`src/rtl/cmd_loader.sv`:
```
// TRS-80 /CMD image parser: turns streamed load records into handshaked memory
// writes, skips comment records and reports the transfer address of the image.
module cmd_loader #(
    parameter logic [7:0] CMD_INDEX = 8'd2
) (
    input  logic        clk_sys,
    input  logic        reset,
    input  logic        ioctl_download,
    input  logic [7:0]  ioctl_index,
    input  logic        ioctl_wr,
    input  logic [7:0]  ioctl_data,
    output logic        ioctl_wait,
    output logic        loader_en,
    output logic        mem_wr,
    output logic [15:0] mem_addr,
    output logic [7:0]  mem_data,
    input  logic        mem_ack,
    output logic [15:0] exec_addr,
    output logic        exec_valid,
    output logic        error
);

    typedef enum logic [3:0] {
        S_IDLE,
        S_TYPE,
        S_LEN,
        S_ADLO,
        S_ADHI,
        S_DATA,
        S_WRITE,
        S_SKIP,
        S_XLO,
        S_XHI,
        S_DONE
    } state_t;

    state_t      state_reg, state_next;
    logic [7:0]  type_reg, type_next;
    logic [8:0]  cnt_reg, cnt_next;
    logic [15:0] mem_addr_reg, mem_addr_next;
    logic [7:0]  mem_data_reg, mem_data_next;
    logic        mem_wr_reg, mem_wr_next;
    logic        ioctl_wait_reg, ioctl_wait_next;
    logic        loader_en_reg, loader_en_next;
    logic [15:0] exec_addr_reg, exec_addr_next;
    logic        exec_valid_reg, exec_valid_next;
    logic        error_reg, error_next;
    logic        dl_prev_reg;
    logic        end_pending_reg, end_pending_next;

    logic dl_rise;
    logic dl_fall;
    logic end_now;

    assign dl_rise = ioctl_download & ~dl_prev_reg;
    assign dl_fall = ~ioctl_download & dl_prev_reg;

    assign ioctl_wait = ioctl_wait_reg;
    assign loader_en  = loader_en_reg;
    assign mem_wr     = mem_wr_reg;
    assign mem_addr   = mem_addr_reg;
    assign mem_data   = mem_data_reg;
    assign exec_addr  = exec_addr_reg;
    assign exec_valid = exec_valid_reg;
    assign error      = error_reg;

    always_ff @(posedge clk_sys or negedge reset) begin
        if (!reset) begin
            state_reg       <= S_IDLE;
            type_reg        <= 8'd0;
            cnt_reg         <= 9'd0;
            mem_addr_reg    <= 16'd0;
            mem_data_reg    <= 8'd0;
            mem_wr_reg      <= 1'b0;
            ioctl_wait_reg  <= 1'b0;
            loader_en_reg   <= 1'b0;
            exec_addr_reg   <= 16'd0;
            exec_valid_reg  <= 1'b0;
            error_reg       <= 1'b0;
            dl_prev_reg     <= 1'b0;
            end_pending_reg <= 1'b0;
        end else begin
            state_reg       <= state_next;
            type_reg        <= type_next;
            cnt_reg         <= cnt_next;
            mem_addr_reg    <= mem_addr_next;
            mem_data_reg    <= mem_data_next;
            mem_wr_reg      <= mem_wr_next;
            ioctl_wait_reg  <= ioctl_wait_next;
            loader_en_reg   <= loader_en_next;
            exec_addr_reg   <= exec_addr_next;
            exec_valid_reg  <= exec_valid_next;
            error_reg       <= error_next;
            dl_prev_reg     <= ioctl_download;
            end_pending_reg <= end_pending_next;
        end
    end

    always_comb begin
        state_next       = state_reg;
        type_next        = type_reg;
        cnt_next         = cnt_reg;
        mem_addr_next    = mem_addr_reg;
        mem_data_next    = mem_data_reg;
        mem_wr_next      = mem_wr_reg;
        ioctl_wait_next  = ioctl_wait_reg;
        loader_en_next   = loader_en_reg;
        exec_addr_next   = exec_addr_reg;
        exec_valid_next  = 1'b0;
        error_next       = error_reg;
        end_pending_next = end_pending_reg;

        case (state_reg)
            S_IDLE: begin
                if (dl_rise && ioctl_index == CMD_INDEX) begin
                    loader_en_next   = 1'b1;
                    error_next       = 1'b0;
                    exec_addr_next   = 16'd0;
                    end_pending_next = 1'b0;
                    state_next       = S_TYPE;
                end
            end
            S_TYPE: begin
                if (ioctl_wr) begin
                    type_next  = ioctl_data;
                    state_next = S_LEN;
                end
            end
            S_LEN: begin
                if (ioctl_wr) begin
                    if (type_reg == 8'h01) begin
                        // Length counts the two address bytes; 0..2 wrap past 256.
                        cnt_next   = (ioctl_data <= 8'd2) ? ({1'b1, ioctl_data} - 9'd2)
                                                          : ({1'b0, ioctl_data} - 9'd2);
                        state_next = S_ADLO;
                    end else if (type_reg == 8'h02) begin
                        state_next = S_XLO;
                    end else begin
                        cnt_next   = (ioctl_data == 8'd0) ? 9'd256 : {1'b0, ioctl_data};
                        state_next = S_SKIP;
                    end
                end
            end
            S_ADLO: begin
                if (ioctl_wr) begin
                    mem_addr_next[7:0] = ioctl_data;
                    state_next         = S_ADHI;
                end
            end
            S_ADHI: begin
                if (ioctl_wr) begin
                    mem_addr_next[15:8] = ioctl_data;
                    state_next          = S_DATA;
                end
            end
            S_DATA: begin
                if (ioctl_wr) begin
                    mem_data_next   = ioctl_data;
                    mem_wr_next     = 1'b1;
                    ioctl_wait_next = 1'b1;
                    state_next      = S_WRITE;
                end
            end
            S_WRITE: begin
                if (mem_ack) begin
                    mem_wr_next     = 1'b0;
                    ioctl_wait_next = 1'b0;
                    mem_addr_next   = mem_addr_reg + 16'd1;
                    cnt_next        = cnt_reg - 9'd1;
                    state_next      = (cnt_reg == 9'd1) ? S_TYPE : S_DATA;
                end
            end
            S_SKIP: begin
                if (ioctl_wr) begin
                    cnt_next = cnt_reg - 9'd1;
                    if (cnt_reg == 9'd1) begin
                        state_next = S_TYPE;
                    end
                end
            end
            S_XLO: begin
                if (ioctl_wr) begin
                    exec_addr_next[7:0] = ioctl_data;
                    state_next          = S_XHI;
                end
            end
            S_XHI: begin
                if (ioctl_wr) begin
                    exec_addr_next[15:8] = ioctl_data;
                    exec_valid_next      = 1'b1;
                    state_next           = S_DONE;
                end
            end
            S_DONE: begin
                state_next = S_DONE;
            end
            default: begin
                state_next = S_IDLE;
            end
        endcase

        // End of file is judged on the state reached after any coinciding byte;
        // a write in flight is completed first and judged by where it lands.
        end_now = (dl_fall && state_reg != S_IDLE) || end_pending_reg;
        if (end_now) begin
            if (state_next == S_WRITE) begin
                end_pending_next = 1'b1;
            end else begin
                if (state_next != S_TYPE && state_next != S_DONE) begin
                    error_next = 1'b1;
                end
                end_pending_next = 1'b0;
                loader_en_next   = 1'b0;
                state_next       = S_IDLE;
            end
        end
    end

endmodule

```
`config.mk`:
```
export PLATFORM = sky130hd
export DESIGN_NAME = cmd_loader
export DESIGN_NICKNAME = d
export VERILOG_FILES = /design/src/rtl/cmd_loader.sv
export SDC_FILE = /design/constraint.sdc
export NUM_CORES = 1
export LEC_CHECK = 0
export ABC_AREA = 1
export CAP_MARGIN = 30
export CELL_PAD_IN_SITES_DETAIL_PLACEMENT = 0
export CELL_PAD_IN_SITES_GLOBAL_PLACEMENT = 1
export CORE_MARGIN = 2
export CORE_UTILIZATION = 35
export DETAILED_ROUTE_END_ITERATION = 12
export PLACE_DENSITY = 0.8
export SLEW_MARGIN = 20
export SYNTH_ARGS = -nofsm -noshare
export SYNTH_HDL_FRONTEND = slang
export SYNTH_SLANG_ARGS = --single-unit
```
`constraint.sdc`:
```
create_clock -name clk_sys -period 1.6 [get_ports clk_sys]
set_input_delay 0.16 -clock clk_sys [delete_from_list [all_inputs] [get_ports clk_sys]]
set_output_delay 0.16 -clock clk_sys [all_outputs]
set_load 0.05 [all_outputs]
```
==> impl_summary.txt, run 1 <==
----------------------------------------------------
[Flow run]
  Count of max-cap constraint violations ... 0

[Synth]
  Number of synthesized flops with an enable pin ... 0
  Share of flip-flops with an asynchronous set or reset ... 1.00
  Mapped cell area ... 0.00379 mm²
  Synthesized instance count ... 512
  Dominant cell type by area after synthesis ... sky130_fd_sc_hd__dfrtp_1
  Number of flip-flops and latches in the synthesized netlist ... 67
  Average footprint of a synthesized cell ... 7.41 µm²
  Share of synthesized area occupied by flip-flops and latches ... 0.442
  Top cells by area in the synthesized netlist ... sky130_fd_sc_hd__dfrtp_1 (44%), sky130_fd_sc_hd__nand2_1 (13%), sky130_fd_sc_hd__o21ai_0 (7.9%), sky130_fd_sc_hd__inv_1 (5.6%), sky130_fd_sc_hd__nand3_1 (5.5%)
  Post-synthesis cell type count ... 36
  Post-synth top flop ... sky130_fd_sc_hd__dfrtp_1
  Ys Warns ... 0
  Total nets after synthesis ... 537
  Synth top area share ... 0.442

[Detailed routing]
  Detailed-route via count ... 3,866
  Remaining DRCs ... 0
  Drt wl/cell ... 14.0 µm
  Final antenna-violating net count ... 0
  Starting DRC count in detailed routing ... 208
  Initial DRT Pass Iterations ... 6
  Vias per cell ... 4.88
  Total wire length after detailed routing ... 11,100 µm

[STA]
  Normalized max-slew margin ... 0.754
  Final count of hold timing violations ... 0
  Number of max-slew violations in the final report ... 0
  Final Critical Period ... 1.61 ns
  Setup repair after global routing missed its margin ... yes
  Achievable Freq ... 0.623 GHz
  Final-layout setup total negative slack ... -0.00572 ns
  Clock skew ... 0.00893 ns
  Part of the cycle the worst path needs ... 1.00
  Post-route setup slack ... -0.00572 ns
  Endpoints failing setup ... 1
  Worst-margin pin slew ... 0.368 ns

[Floorplanning]
  Die area ... 0.0117 mm²
  Row count ... 38
  Starting Density ... 0.355
  Count of boundary I/O pins ... 66
  Core Footprint ... 0.0107 mm²
  Die span in y ... 108 µm
  Width of the die ... 108 µm

[Clocking]
  H-tree depth ... 3
  TritonCTS clock tree ... built
  Clock edge transition at the registers on the reported setup and hold paths ... 0.09 ns
  CTS buffer count ... 9
  Worst skew pair latency ... 0.37 ns
  Number of clock sinks seen by CTS ... 67
  Root buffer cell ... sky130_fd_sc_hd__clkbuf_8
  Largest buffer count on any clock path ... 2

[Place]
  Gpl congestion ... 0.851
  DP Wirelength ... 8030 µm
  Port buffer count ... 65
  Post-Place Setup Slack ... -0.183 ns

[Worst hold path]
  Critical hold path startpoint ... ioctl_download
  Hold Crit Depth ... 1
  Path type of the worst min-delay path ... primary input to register
  Hold Path Sink ... dl_prev_reg

[Layout]
  Layout Area Growth over Synthesis ... 42.9%
  Number of nets in the layout ... 672
  Final core utilization ... 0.507
  N_diodes ... 0
  Share of post-route cells with drive strength above 1 ... 0.316

[Setup path]
  Data required time of the critical path ... 1.85 ns
  Startpoint type of the worst setup path ... register
  Slack of the worst reg-to-reg path ... -0.006 ns
  Maximum fanout along the worst path ... 7
  Type of element capturing the critical path ... register
  R2R cell count ... 9
  CP Data Arrival Time ... 1.86 ns
  Launch instance of the worst register-to-register path ... state_reg[0]
  Critical path class ... register to register
  Endpoint of the worst register-to-register path ... cnt_reg[8]

[GRT]
  Overall fraction of global-route tracks in use ... 0.192
  Largest net degree at the start of global routing ... 68
  Total global routing overflow ... 0
  Number of antenna violations at the first check in global routing ... 0
  Vias in the first global route ... 3,580
  First-pass GRT wire length ... 17,300 µm

[Power]
  Power after layout ... 9110 µW
  Relative contribution of combinational cells to total power ... 0.532
  Seq pwr share ... 0.317
  Sw power ... 4430 µW
  Internal Power ... 4680 µW
  Static leakage ... 0.00263 µW
  Proportion of power drawn by the clock network ... 0.151
  Peak VDD IR ... 0.820 mV
  Share of total power consumed by net switching ... 0.487
  P per Cell Area ... 1680 mW/mm²

[Outcome]
  Result of the run ... finished, violations left
  Violations in the final reports ... negative setup slack

----------------------------------------------------
[area by class of cell]
cell class,count,area (µm²)
fillers,1073,5280
well taps,140,175
clock buffers,10,138
flip-flops and latches,67,1690
clock inverters,6,48.8
repair buffers,135,1140
repair inverters,1,7.51
inverters,64,255
multi-input cells,369,1970
[worst max path at each step]
stage / slack, ns / endpoint / startpoint / cells past startpoint
2_1_floorplan: -0.03 / mem_addr[10] / mem_addr[1] / 9
3_3_place_gp: -0.13 / cnt_reg[7] / ioctl_data[2] / 10
3_5_place_dp: -0.18 / cnt_reg[7] / ioctl_data[2] / 10
4_1_cts: 0.0004 / cnt_reg[3] / state_reg[1] / 10
5_1_grt: -0.08 / error / state_reg[3] / 12
6_report: -0.006 / cnt_reg[8] / state_reg[0] / 9
[worst max-delay path: stages (launching register included)]
cell and delay, ns:
sky130_fd_sc_hd__dfrtp_2 0.46, sky130_fd_sc_hd__nor2_4 0.17, sky130_fd_sc_hd__nand2_2 0.10, sky130_fd_sc_hd__nor2_4 0.11, sky130_fd_sc_hd__nand2_2 0.08, sky130_fd_sc_hd__a21oi_4 0.16, sky130_fd_sc_hd__buf_12 0.15, sky130_fd_sc_hd__clkinvlp_4 0.12
sky130_fd_sc_hd__nand2_1 0.07, sky130_fd_sc_hd__o21ai_1 0.05
[cells by family (layout without fill, tap and decap cells)]
logic type / count (synthesis) / in the layout / share of synthesized area
xor+xnor: 6 / 6 / 0.0138
compound gates: 101 / 101 / 0.146
flops: 67 / 67 / 0.442
buf+inv: 76 / 216 / 0.0818
fa+ha+maj: 4 / 4 / 0.0132
mux: 2 / 2 / 0.00560
simple gates: 256 / 256 / 0.298
[metrics by stage]
step | instance area (µm²) | hold WS [ns] | instances
2_1_floorplan | 3820 | -0.136 | 512
3_3_place_gp | 4900 | 0.213 | 758
3_5_place_dp | 4900 | 0.215 | 758
4_1_cts | 5160 | 0.253 | 779
5_1_grt | 5420 | 0.238 | 792
6_report | 5420 | 0.264 | 792
[Yosys cell counts, types with 5 or more instances]
cell type,instances
sky130_fd_sc_hd__inv_2,5
sky130_fd_sc_hd__o21ai_0,60
sky130_fd_sc_hd__nand2_1,128
sky130_fd_sc_hd__nand2_2,7
sky130_fd_sc_hd__a21oi_1,20
sky130_fd_sc_hd__nor2_2,5
sky130_fd_sc_hd__buf_2,6
sky130_fd_sc_hd__nand3_1,42
sky130_fd_sc_hd__nor2_1,51
sky130_fd_sc_hd__inv_1,57
sky130_fd_sc_hd__nor2_4,5
sky130_fd_sc_hd__dfrtp_1,67
sky130_fd_sc_hd__nor3_1,7
sky130_fd_sc_hd__a31oi_1,9
[placed cells by master, fill, tap and decap left out, types with 8 or more instances in the layout]
cell type | synthesis | layout
sky130_fd_sc_hd__nor2_1 | 51 | 43
sky130_fd_sc_hd__clkdlybuf4s50_1 | 0 | 19
sky130_fd_sc_hd__a21oi_1 | 20 | 16
sky130_fd_sc_hd__nor2_4 | 5 | 10
sky130_fd_sc_hd__o21ai_0 | 60 | 49
sky130_fd_sc_hd__nand2_2 | 7 | 13
sky130_fd_sc_hd__inv_1 | 57 | 54
sky130_fd_sc_hd__nor2_2 | 5 | 8
sky130_fd_sc_hd__dfrtp_1 | 67 | 57
sky130_fd_sc_hd__o21ai_1 | 4 | 15
sky130_fd_sc_hd__dfrtp_2 | 0 | 10
sky130_fd_sc_hd__nand3_1 | 42 | 38
sky130_fd_sc_hd__a31oi_1 | 9 | 9
sky130_fd_sc_hd__nand2_1 | 128 | 118
sky130_fd_sc_hd__buf_4 | 4 | 105
sky130_fd_sc_hd__clkbuf_8 | 0 | 10
[power groups by stage]
stage	clock network [µW]	logic [µW]	registers [µW]
floorplan	0	1750	4050
global placement	0	4390	2850
detailed placement	0	4430	2870
CTS	1400	4520	2850
global route	1480	5270	2980
finish	1380	4850	2890
[per-layer routing]
metal | part of all wire | vias to the layer above | routed length, µm | global-route usage
met3 | 0.039 | 16 | 427 | 0.0536
met4 | 0.018 | 0 | 195 | 0.0586
met2 | 0.49 | 72 | 5400 | 0.308
met1 | 0.46 | 1846 | 5050 | 0.252
met5 | 0 | - | 0 | 0
li1 | - | 1932 | - | -
[repair_timing]
action / CTS / global route
setup buffers: 3 / 13
endpoints found under the hold margin: 67 / 0
endpoints found under the setup margin: 24 / 40
gates cloned: 1 / 0
hold buffers: 1 / 0
resized for setup: 6 / 57
pin swaps: 3 / 20
Note: power is estimated with default switching activity, not from simulation.
==> inputs of run 2 (changes only) <==
--- a/config.mk
+++ b/config.mk
@@ -9,9 +9,9 @@
 export CAP_MARGIN = 30
 export CELL_PAD_IN_SITES_DETAIL_PLACEMENT = 0
 export CELL_PAD_IN_SITES_GLOBAL_PLACEMENT = 1
-export CORE_MARGIN = 2
 export CORE_UTILIZATION = 35
 export DETAILED_ROUTE_END_ITERATION = 12
+export MAX_ROUTING_LAYER = met4
 export PLACE_DENSITY = 0.8
 export SLEW_MARGIN = 20
 export SYNTH_ARGS = -nofsm -noshare
==> impl_summary.txt, run 2 (same netlist as run 1, synthesis figures left out) <==
----------------------------------------------------
[Clocking]
  Largest buffer count on any clock path ... 2 (unchanged)
  TritonCTS clock tree ... built
  CTS buffer count ... 9 (unchanged)
  H-tree depth ... 3 (unchanged)
  Clock edge transition at the registers on the reported setup and hold paths ... 0.07 ns (-0.02 ns)
  Worst skew pair latency ... 0.35 ns (-0.02 ns)
  Number of clock sinks seen by CTS ... 67 (unchanged)
  Root buffer cell ... sky130_fd_sc_hd__clkbuf_8

[Detailed routing]
  Remaining DRCs ... 0 (unchanged)
  Vias per cell ... 4.94 (+1.3%)
  Total wire length after detailed routing ... 11,500 µm (+3.7%)
  Detailed-route via count ... 3,891 (+0.65%)
  Drt wl/cell ... 14.6 µm (+4.4%)
  Initial DRT Pass Iterations ... 4 (-2)
  Starting DRC count in detailed routing ... 173 (-17%)
  Final antenna-violating net count ... 0 (unchanged)

[Setup path]
  CP Data Arrival Time ... 1.82 ns (-0.04 ns)
  Type of element capturing the critical path ... register
  Critical path class ... register to register
  Data required time of the critical path ... 1.83 ns (-0.02 ns)
  Maximum fanout along the worst path ... 8 (+1)
  Startpoint type of the worst setup path ... register

[Layout]
  Final core utilization ... 0.529 (+0.0221)
  Most frequent cells in the layout ... sky130_fd_sc_hd__nand2_1 (118), sky130_fd_sc_hd__buf_4 (108), sky130_fd_sc_hd__dfrtp_1 (57)
  Most common library cell in the layout ignoring fill and taps ... sky130_fd_sc_hd__nand2_1
  Number of nets in the layout ... 672 (unchanged)
  N_diodes ... 0 (unchanged)
  Layout Area Growth over Synthesis ... 45.2%
  Share of post-route cells with drive strength above 1 ... 0.338 (+0.0220)

[STA]
  Part of the cycle the worst path needs ... 0.999 (-0.00411)
  Worst-margin pin slew ... 0.385 ns (+0.0172 ns)
  Final count of hold timing violations ... 0 (unchanged)
  Final Critical Period ... 1.60 ns (-0.00658 ns)
  Achievable Freq ... 0.625 GHz (+0.41%)
  Setup repair after global routing missed its margin ... yes
  Endpoints failing setup ... 0 (-1)
  Final-layout setup total negative slack ... 0 ns (+0.00572 ns)
  Number of max-slew violations in the final report ... 0 (unchanged)
  Normalized max-slew margin ... 0.743 (-0.0115)
  Clock skew ... 0.00844 ns (-0.000490 ns)
  Final Hold Slack ... 0.282 ns (+0.0182 ns)

[Floorplanning]
  Row count ... 37 (-2.6%)
  Die span in y ... 106 µm (-1.8%)
  Die area ... 0.0113 mm² (-3.7%)
  Count of boundary I/O pins ... 66 (unchanged)
  Core Footprint ... 0.0104 mm² (-2.6%)
  Starting Density ... 0.364 (+0.00959)
  Width of the die ... 106 µm (-1.8%)

[Power]
  Power after layout ... 9290 µW (+1.9%)
  Peak VDD IR ... 0.938 mV (+14%)
  Static leakage ... 0.00264 µW (+0.47%)
  P per Cell Area ... 1690 mW/mm² (+0.31%)

[Place]
  DP Wirelength ... 8320 µm (+3.7%)
  Port buffer count ... 65 (unchanged)
  Gpl congestion ... 0.830 (-2.5%)

[GRT]
  Largest net degree at the start of global routing ... 68 (unchanged)
  Overall fraction of global-route tracks in use ... 0.217 (+0.0250)
  Total global routing overflow ... 0 (unchanged)
  Number of antenna violations at the first check in global routing ... 0 (unchanged)
  First-pass GRT wire length ... 18,500 µm (+6.9%)
  Vias in the first global route ... 3,863 (+7.9%)

[Worst hold path]
  Path type of the worst min-delay path ... primary input to register

[Flow run]
  Count of max-cap constraint violations ... 0 (unchanged)

[Outcome]
  Result of the run ... complete, no violations

----------------------------------------------------
run 2: cell types whose count changed in the layout (fill, tap and decap cells not counted), sizes merged:
cell	previous run	this run
inv	65	61
bufinv	0	1
clkbuf	10	11
clkinvlp	4	5
run 2: final timing paths:
path	slack, ns	startpoint	cells past startpoint	end
max	0.0009	state_reg[1]	7	exec_addr[14]
min	0.28	ioctl_download	1	dl_prev_reg
max reg2reg	0.0009	state_reg[1]	7	exec_addr[14]
min reg2reg	0.49	type_reg[4]	2	type_reg[4]
max in group asynchronous	0.91	reset	3	state_reg[0]
min in group asynchronous	0.36	reset	3	mem_addr[11]
run 2: stage by stage:
step / cell area [µm²] / instances / worst slack [ns]
2_1_floorplan: 3820 / 512 / -0.0330
3_3_place_gp: 4930 / 759 / -0.155
3_5_place_dp: 4930 / 759 / -0.247
4_1_cts: 5210 / 780 / -0.00867
5_1_grt: 5510 / 787 / -0.0964
6_report: 5510 / 787 / 0.000861
run 2: report_power, final:
part	leakage [µW]	total, µW	internal (µW)	switching (µW)
registers	0.000827	2930	2310	624
clock network	0.0000974	1480	794	685
logic	0.00172	4880	1740	3130
total	0.00264	9290	4840	4440
run 2: area by class of cell:
cell class | count | area, µm²
fill | 1001 | 4910
multi-input combinational | 369 | 2070
sequential | 67 | 1690
timing repair buffer | 135 | 1120
inverter | 64 | 258
tap | 136 | 170
clock buffer | 11 | 151
clock inverter | 4 | 50.0
timing repair inverter | 1 | 7.51
run 2: metal layers:
metal / track usage / routed length [µm] / up-vias
met5: - / 0 / -
met3: 0.0441 / 518 / 32
met4: 0.0853 / 294 / 0
met2: 0.356 / 5610 / 97
met1: 0.261 / 5060 / 1827
li1: - / - / 1935
run 2: worst max-delay path, stage by stage (launching register included):
cell	delay, ns
sky130_fd_sc_hd__dfrtp_1	0.43
sky130_fd_sc_hd__buf_4	0.17
sky130_fd_sc_hd__nor2_4	0.13
sky130_fd_sc_hd__nand2_2	0.07
sky130_fd_sc_hd__nor2_4	0.21
sky130_fd_sc_hd__clkinvlp_4	0.26
sky130_fd_sc_hd__nand3_2	0.11
sky130_fd_sc_hd__o21ai_0	0.09
run 2: what timing repair did:
item,4_1_cts,5_1_grt
hold endpoints to repair,67,0
resized for setup,7,70
cloned,0,1
setup buffers,5,6
pin swaps,1,22
hold buffers,1,0
setup endpoints to repair,20,47
==> inputs of run 3 (changes only) <==
--- a/config.mk
+++ b/config.mk
@@ -6,10 +6,10 @@
 export NUM_CORES = 1
 export LEC_CHECK = 0
 export ABC_AREA = 1
-export CAP_MARGIN = 30
 export CELL_PAD_IN_SITES_DETAIL_PLACEMENT = 0
 export CELL_PAD_IN_SITES_GLOBAL_PLACEMENT = 1
 export CORE_UTILIZATION = 35
+export CTS_CLUSTER_SIZE = 24
 export DETAILED_ROUTE_END_ITERATION = 12
 export MAX_ROUTING_LAYER = met4
 export PLACE_DENSITY = 0.8
==> results of run 3 <==
Final layout, timing and power as in run 2 (identical DEF).
